## config.mk

```make
export PLATFORM = sky130hd
export DESIGN_NAME = hb_period_meter
export DESIGN_NICKNAME = d
export VERILOG_FILES = /design/src/rtl/hb_period_meter.sv
export SDC_FILE = /design/constraint.sdc
export NUM_CORES = 1
export LEC_CHECK = 0
export ABC_AREA = 1
export CORE_UTILIZATION = 25
export CTS_CLUSTER_SIZE = 30
export DETAILED_ROUTE_END_ITERATION = 12
export GPL_ROUTABILITY_DRIVEN = 0
export HOLD_SLACK_MARGIN = 0.02
export SETUP_SLACK_MARGIN = 0.4
export SLEW_MARGIN = 25
export SYNTH_ARGS = -nofsm -noshare
export SYNTH_HDL_FRONTEND = slang
export SYNTH_SLANG_ARGS = --single-unit
```

## constraint.sdc

```tcl
create_clock -name clk -period 7.9 [get_ports clk]
set_clock_uncertainty 0.15 [all_clocks]
set_input_delay 1.975 -clock clk [delete_from_list [all_inputs] [get_ports clk]]
set_output_delay 1.975 -clock clk [all_outputs]
set_load 0.02 [all_outputs]
```

## src/rtl/hb_period_meter.sv

```systemverilog
`timescale 1ns/1ps
// hb_period_meter: synchronises an asynchronous heartbeat, measures the
// interval between rising edges in prescaled time units and hands each
// interval (QF format) to the reciprocal unit over start_calc/done.
// Optional macro HB_PERIOD_AVG_EN: x_in carries the mean of the last four
// periods instead of each single period.
// state_dbg exposes the FSM state: 0=S_OFF 1=S_ARM 2=S_MEAS 3=S_WAIT.
// Handshake: start_calc is a one-cycle request issued together with a new,
// stable x_in; the reciprocal unit answers later with a one-cycle done pulse
// (invalid sampled on that same cycle). Only one request is outstanding.
module hb_period_meter #(
    parameter int W           = 32,
    parameter int F           = 16,
    parameter int SYNC_STAGES = 2,
    parameter int TICK_DIV    = 1000,
    parameter int MAX_PERIOD  = 30000
) (
    input  logic                clk,
    input  logic                rst,
    input  logic                enable,
    input  logic                hb_in,
    output logic                start_calc,
    input  logic                done,
    output logic signed [W-1:0] x_in,
    input  logic                invalid,
    output logic                period_valid,
    output logic                timeout,
    output logic                overrun,
    output logic                calc_err,
    output logic [1:0]          state_dbg
);
    localparam int            PW       = (TICK_DIV > 1) ? $clog2(TICK_DIV) : 1;
    localparam logic [PW-1:0] PRE_LAST = PW'(TICK_DIV - 1);
    localparam logic [W-1:0]  CNT_MAX  = W'(MAX_PERIOD);

    typedef enum logic [1:0] {
        S_OFF  = 2'd0,
        S_ARM  = 2'd1,
        S_MEAS = 2'd2,
        S_WAIT = 2'd3
    } state_t;

    state_t                 state_q, state_d;
    logic [SYNC_STAGES-1:0] sync_q, sync_d;
    logic                   hist_q, hist_d;
    logic                   en_q, en_d;
    logic [PW-1:0]          pre_q, pre_d;
    logic [W-1:0]           cnt_q, cnt_d;
    logic [W-1:0]           x_q, x_d;
    logic                   start_q, start_d;
    logic                   pv_q, pv_d;
    logic                   timeout_q, timeout_d;
    logic                   overrun_q, overrun_d;
    logic                   calc_err_q, calc_err_d;

    logic                   hb_edge;
    logic                   tick;
    logic                   en_rise;
    logic [W-1:0]           cnt_cur;
    logic                   take;
    logic                   issue;
    logic [W-1:0]           x_issue;

`ifdef HB_PERIOD_AVG_EN
    logic [W-1:0]           avg_q [4];
    logic [W-1:0]           avg_d [4];
    logic [2:0]             navg_q, navg_d;
    logic [W+1:0]           avg_sum;
`endif

    // Front end: synchroniser, edge detect, prescaler tick and the count
    // including this cycle's tick (so an N-unit interval measures as N).
    always_comb begin
        sync_d  = {sync_q[SYNC_STAGES-2:0], hb_in};
        hist_d  = sync_q[SYNC_STAGES-1];
        en_d    = enable;
        hb_edge = sync_q[SYNC_STAGES-1] & ~hist_q;
        en_rise = enable & ~en_q;
        tick    = (pre_q == PRE_LAST);
        cnt_cur = (tick && (cnt_q != CNT_MAX)) ? cnt_q + W'(1) : cnt_q;
    end

    // Next-state, counter control, request issue and sticky flags.
    always_comb begin
        state_d    = state_q;
        pre_d      = tick ? '0 : pre_q + PW'(1);
        cnt_d      = cnt_cur;
        x_d        = x_q;
        start_d    = 1'b0;
        pv_d       = 1'b0;
        timeout_d  = timeout_q;
        overrun_d  = overrun_q;
        calc_err_d = calc_err_q;
        take       = 1'b0;
        issue      = 1'b0;
        x_issue    = '0;
`ifdef HB_PERIOD_AVG_EN
        avg_d   = avg_q;
        navg_d  = navg_q;
        avg_sum = {2'b00, cnt_cur} + {2'b00, avg_q[0]} + {2'b00, avg_q[1]} + {2'b00, avg_q[2]};
`endif

        case (state_q)
            S_OFF: begin
                pre_d = '0;
                cnt_d = '0;
                if (enable) state_d = S_ARM;
            end
            S_ARM: begin
                pre_d = '0;
                cnt_d = '0;
                if (hb_edge) state_d = S_MEAS;
            end
            S_MEAS: begin
                // An edge with nothing counted yet is treated as a glitch.
                if (hb_edge && (cnt_cur != '0)) begin
                    take = 1'b1;
                end else if (cnt_q == CNT_MAX) begin
                    timeout_d = 1'b1;
                    state_d   = S_ARM;
                end
            end
            S_WAIT: begin
                if (cnt_q == CNT_MAX) timeout_d = 1'b1;
                if (done) begin
                    if (invalid) calc_err_d = 1'b1;
                    if (cnt_q == CNT_MAX) begin
                        state_d = S_ARM;
                    end else begin
                        // done is taken first; a coincident edge is then
                        // handled exactly as in S_MEAS.
                        state_d = S_MEAS;
                        if (hb_edge && (cnt_cur != '0)) take = 1'b1;
                    end
                end else if (hb_edge) begin
                    overrun_d = 1'b1;
                    pre_d     = '0;
                    cnt_d     = '0;
                end
            end
            default: state_d = S_OFF;
        endcase

        if (take) begin
            pre_d = '0;
            cnt_d = '0;
`ifdef HB_PERIOD_AVG_EN
            avg_d[0] = cnt_cur;
            avg_d[1] = avg_q[0];
            avg_d[2] = avg_q[1];
            avg_d[3] = avg_q[2];
            navg_d   = (navg_q == 3'd4) ? 3'd4 : navg_q + 3'd1;
            issue    = (navg_q >= 3'd3);
            // Mean of four with two extra fractional bits kept.
            x_issue  = W'(avg_sum << (F - 2));
`else
            issue    = 1'b1;
            x_issue  = cnt_cur << F;
`endif
            if (issue) begin
                x_d     = x_issue;
                start_d = 1'b1;
                pv_d    = 1'b1;
                state_d = S_WAIT;
            end
        end

        if (en_rise) begin
            timeout_d  = 1'b0;
            overrun_d  = 1'b0;
            calc_err_d = 1'b0;
        end

        if (!enable) begin
            state_d = S_OFF;
            pre_d   = '0;
            cnt_d   = '0;
            start_d = 1'b0;
            pv_d    = 1'b0;
        end

`ifdef HB_PERIOD_AVG_EN
        // History restarts whenever measurement restarts from scratch.
        if ((state_d == S_OFF) || (state_d == S_ARM)) begin
            avg_d[0] = '0;
            avg_d[1] = '0;
            avg_d[2] = '0;
            avg_d[3] = '0;
            navg_d   = 3'd0;
        end
`endif
    end

    // State and datapath registers.
    always_ff @(posedge clk) begin
        if (rst) begin
            state_q    <= S_OFF;
            sync_q     <= '0;
            hist_q     <= 1'b0;
            en_q       <= 1'b0;
            pre_q      <= '0;
            cnt_q      <= '0;
            x_q        <= '0;
            start_q    <= 1'b0;
            pv_q       <= 1'b0;
            timeout_q  <= 1'b0;
            overrun_q  <= 1'b0;
            calc_err_q <= 1'b0;
        end else begin
            state_q    <= state_d;
            sync_q     <= sync_d;
            hist_q     <= hist_d;
            en_q       <= en_d;
            pre_q      <= pre_d;
            cnt_q      <= cnt_d;
            x_q        <= x_d;
            start_q    <= start_d;
            pv_q       <= pv_d;
            timeout_q  <= timeout_d;
            overrun_q  <= overrun_d;
            calc_err_q <= calc_err_d;
        end
    end

`ifdef HB_PERIOD_AVG_EN
    // Period history registers.
    always_ff @(posedge clk) begin
        if (rst) begin
            avg_q[0] <= '0;
            avg_q[1] <= '0;
            avg_q[2] <= '0;
            avg_q[3] <= '0;
            navg_q   <= 3'd0;
        end else begin
            avg_q  <= avg_d;
            navg_q <= navg_d;
        end
    end
`endif

    assign start_calc   = start_q;
    assign period_valid = pv_q;
    assign x_in         = x_q;
    assign timeout      = timeout_q;
    assign overrun      = overrun_q;
    assign calc_err     = calc_err_q;
    assign state_dbg    = state_q;

endmodule

```

==> results.cfg <==
[status]
status = completed

[grt]
grt_pass1_vias = 3758
met1_usage_pct = 16.8
grtUsageTotal_pct = 12.4
grt_pass1_wl_um = 18000
antenna_found_initial = 0
grt_max_degree = 33
use_met3_pct = 2.81
grt_overflow = 0
busiest_layer = met2
met2_usage_pct = 19.1

[power_and_ir_drop]
leakage_nw = 2.06
max-vdd-ir-drop_uv = 136
power.density_nw_per_um2 = 149

[sta]
tightest_slew_ns = 0.773
maxSlewViolCount = 0
finalSetupViolCount = 0
finalSetupTns_ns = 0
rsz0062_at_grt = false
max_freq_mhz = 238
slew_headroom_pct = 48.5
min_period_over_period_pct = 53.1
layout_setup_ws_ns = 3.70
finalHoldViolCount = 0
min_period_ns = 4.20

[drt]
wl_um = 10800
num_vias = 4253
first_pass_iters = 4
drc_errors = 0
route.antenna.remaining_nets = 0
vias_per_cell = 4.25
detail_route.wl_per_cell_um = 10.8
drt_iter0_drc = 249

[synth]
netlist_top_cells_count = nand2_1 (270), nor2_1 (129), inv_1 (85)
syn_area_sq_um = 4550
yosys.cell_count.top_type = nand2_1
synthTopCellsByArea = dfxtp_1 (30%), nand2_1 (22%), nor2_1 (11%), inv_1 (7.0%), nor2_4 (5.0%)
synth-edff-count = 0
syn_inst = 749
ys_seq_area_share_pct = 29.9
synth.yosys.warnings = 0
async_flop_share_pct = 0
synth_ff_type = dfxtp_1
synth_seq_cells = 68
syn_avg_cell_area_sq_um = 6.07
synth.distinct_cells = 31
synth_top_area_share_pct = 29.9
synth.largest_area_cell = dfxtp_1

[clock_tree]
cts.htree.levels = 3
clk_pin_slew_worst_paths_ns = 0.06
clock_latency_ns = 0.34
cts_hold_buf = 0
postCtsSetupRepairBufs = 0
cts_resized = 0
clock-sinks = 68
cts_buffer_depth = 2
cts_root_buf = clkbuf_16
numCtsBuffers = 9
cts_tree = built

[worst_setup_path]
worstSetupStartpointType = primary input
crit_top_cell = buf_4
crit_fanout = 32
critical-path-top-delay-family = buffers and inverters
crit_required_ns = 7.95
setup.worst_path.end_class = register
cp.arrival_ns = 4.25
critPathSlowestCell = buf_4
crit_buf_inv = 4
path_cells = clkdlybuf4s50_1, nand3_1, o21ai_1, buf_4, nand3_2, nand2_1, inv_2, nand2_2, buf_4, nor2_1
critPathKind = primary input to register
slowest_delay_ns = 0.59

[floorplan]
ioPinCount = 45
fp.coreArea_sq_um = 17500
dieWidth_um = 137
dieArea_sq_um = 18700
core.rowCount = 48
die_h_um = 137
start_util_pct = 25.9

[placement]
pre_cts_ws_ns = 3.32
dp_hpwl_um = 8180
portBuffers = 28

[cells_and_area]
drive_gt1_share_pct = 9.16
fin_nets = 782
nFillCells = 1950
antenna_cells = 0
areaGrowthSynthToFinish_pct = 15.3

[run]
cap_violations = 0

[min_path]
hold_path_class = register to register
==> power breakdown <==
part | leakage, nW | switching (W) | internal, W
Sequential | 0.549 | 0.00000128 | 0.000345
Clock | 0.144 | 0.000141 | 0.000270
Combinational | 1.36 | 0.0000191 | 0.00000689
Total | 2.06 | 0.000162 | 0.000622
==> final timing paths <==
check / slack (ns) / startpoint / cells past startpoint / endpoint
worst max-delay path: 3.70 / done / 10 / cnt_q[1]
worst max register to register: 3.96 / cnt_q[0] / 20 / cnt_q[1]
worst min-delay path: 0.26 / sync_q[0] / 2 / sync_q[1]
worst min register to register: 0.26 / sync_q[0] / 2 / sync_q[1]
==> cell usage in the layout, fill, tap and decap left out <==
cell type	Yosys	final
xnor2_1	2	2
o21ai_1	1	1
a21oi_1	19	19
inv_1	85	85
ha_1	3	3
o21bai_1	2	2
clkbuf_16	0	9
nor2_4	20	20
nand2_1	270	270
nor3_4	1	1
or2_2	1	1
nand3_1	35	35
inv_2	8	8
conb_1	1	16
clkinv_2	0	1
clkbuf_1	6	1
bufinv_16	0	2
nand3b_1	1	1
a31oi_1	1	1
clkdlybuf4s50_1	0	28
nand4_1	20	20
nor3_1	5	5
xor2_1	15	15
nand4_4	1	1
buf_4	19	4
dfxtp_1	68	68
nor2_2	16	16
nand2_4	1	1
nand3_2	2	2
nand2_2	5	5
nor2_1	129	129
nor4_1	1	1
o21ai_0	2	2
==> per-layer routing <==
metal	part of all wire, %	up-vias
li1	-	2283
met1	50	1865
met2	44	97
met3	5.1	8
met4	0.74	0
met5	0	-
==> state kept, by name, indices dropped and copies added (netlist names) <==
name / count
calc_err: 1
cnt_q: 32
en_q: 1
hist_q: 1
overrun: 1
period_valid: 1
pre_q: 10
state_dbg: 2
sync_q: 2
timeout: 1
x_in: 16
==> area by class of cell <==
cell class	count	area, sq um	area share, %
multi-input cells	569	2650	50.5
flip-flops and latches	68	1360	26.0
inverters	93	349	6.66
repair buffers	32	310	5.92
well taps	225	282	5.37
clock buffers	10	229	4.37
clock inverters	3	65.1	1.24
==> cell families after synthesis <==
kind of cell / Yosys count / share of synthesized area (%)
simple gates: 508 / 49.9
buf+inv: 127 / 13.1
flops: 68 / 29.9
compound gates: 25 / 2.89
xor+xnor: 17 / 3.27
fa+ha+maj: 3 / 0.825
other cells: 1 / 0.0825
==> worst min-delay path, delay by kind of cell (launching register included) <==
family	cells	cell delay, ns
flip-flops	1	0.29
buffers and inverters	1	0.04
AND/OR/NAND/NOR	1	0.03
==> metrics by stage <==
stage | cell area [sq um] | cells | util [%] | power, W | hold slack [ns]
floorplan | 4600 | 764 | - | 0.000379 | 0.238
finish | 5240 | 1000 | 29.9 | 0.000783 | 0.257
global route | 5240 | 1000 | 29.9 | 0.000817 | 0.281
detailed placement | 4950 | 987 | 28.2 | 0.000379 | 0.254
CTS | 5240 | 1000 | 29.9 | 0.000797 | 0.262
global placement | 4950 | 987 | 28.2 | 0.000379 | 0.243
(Power assumes the default switching activity.)
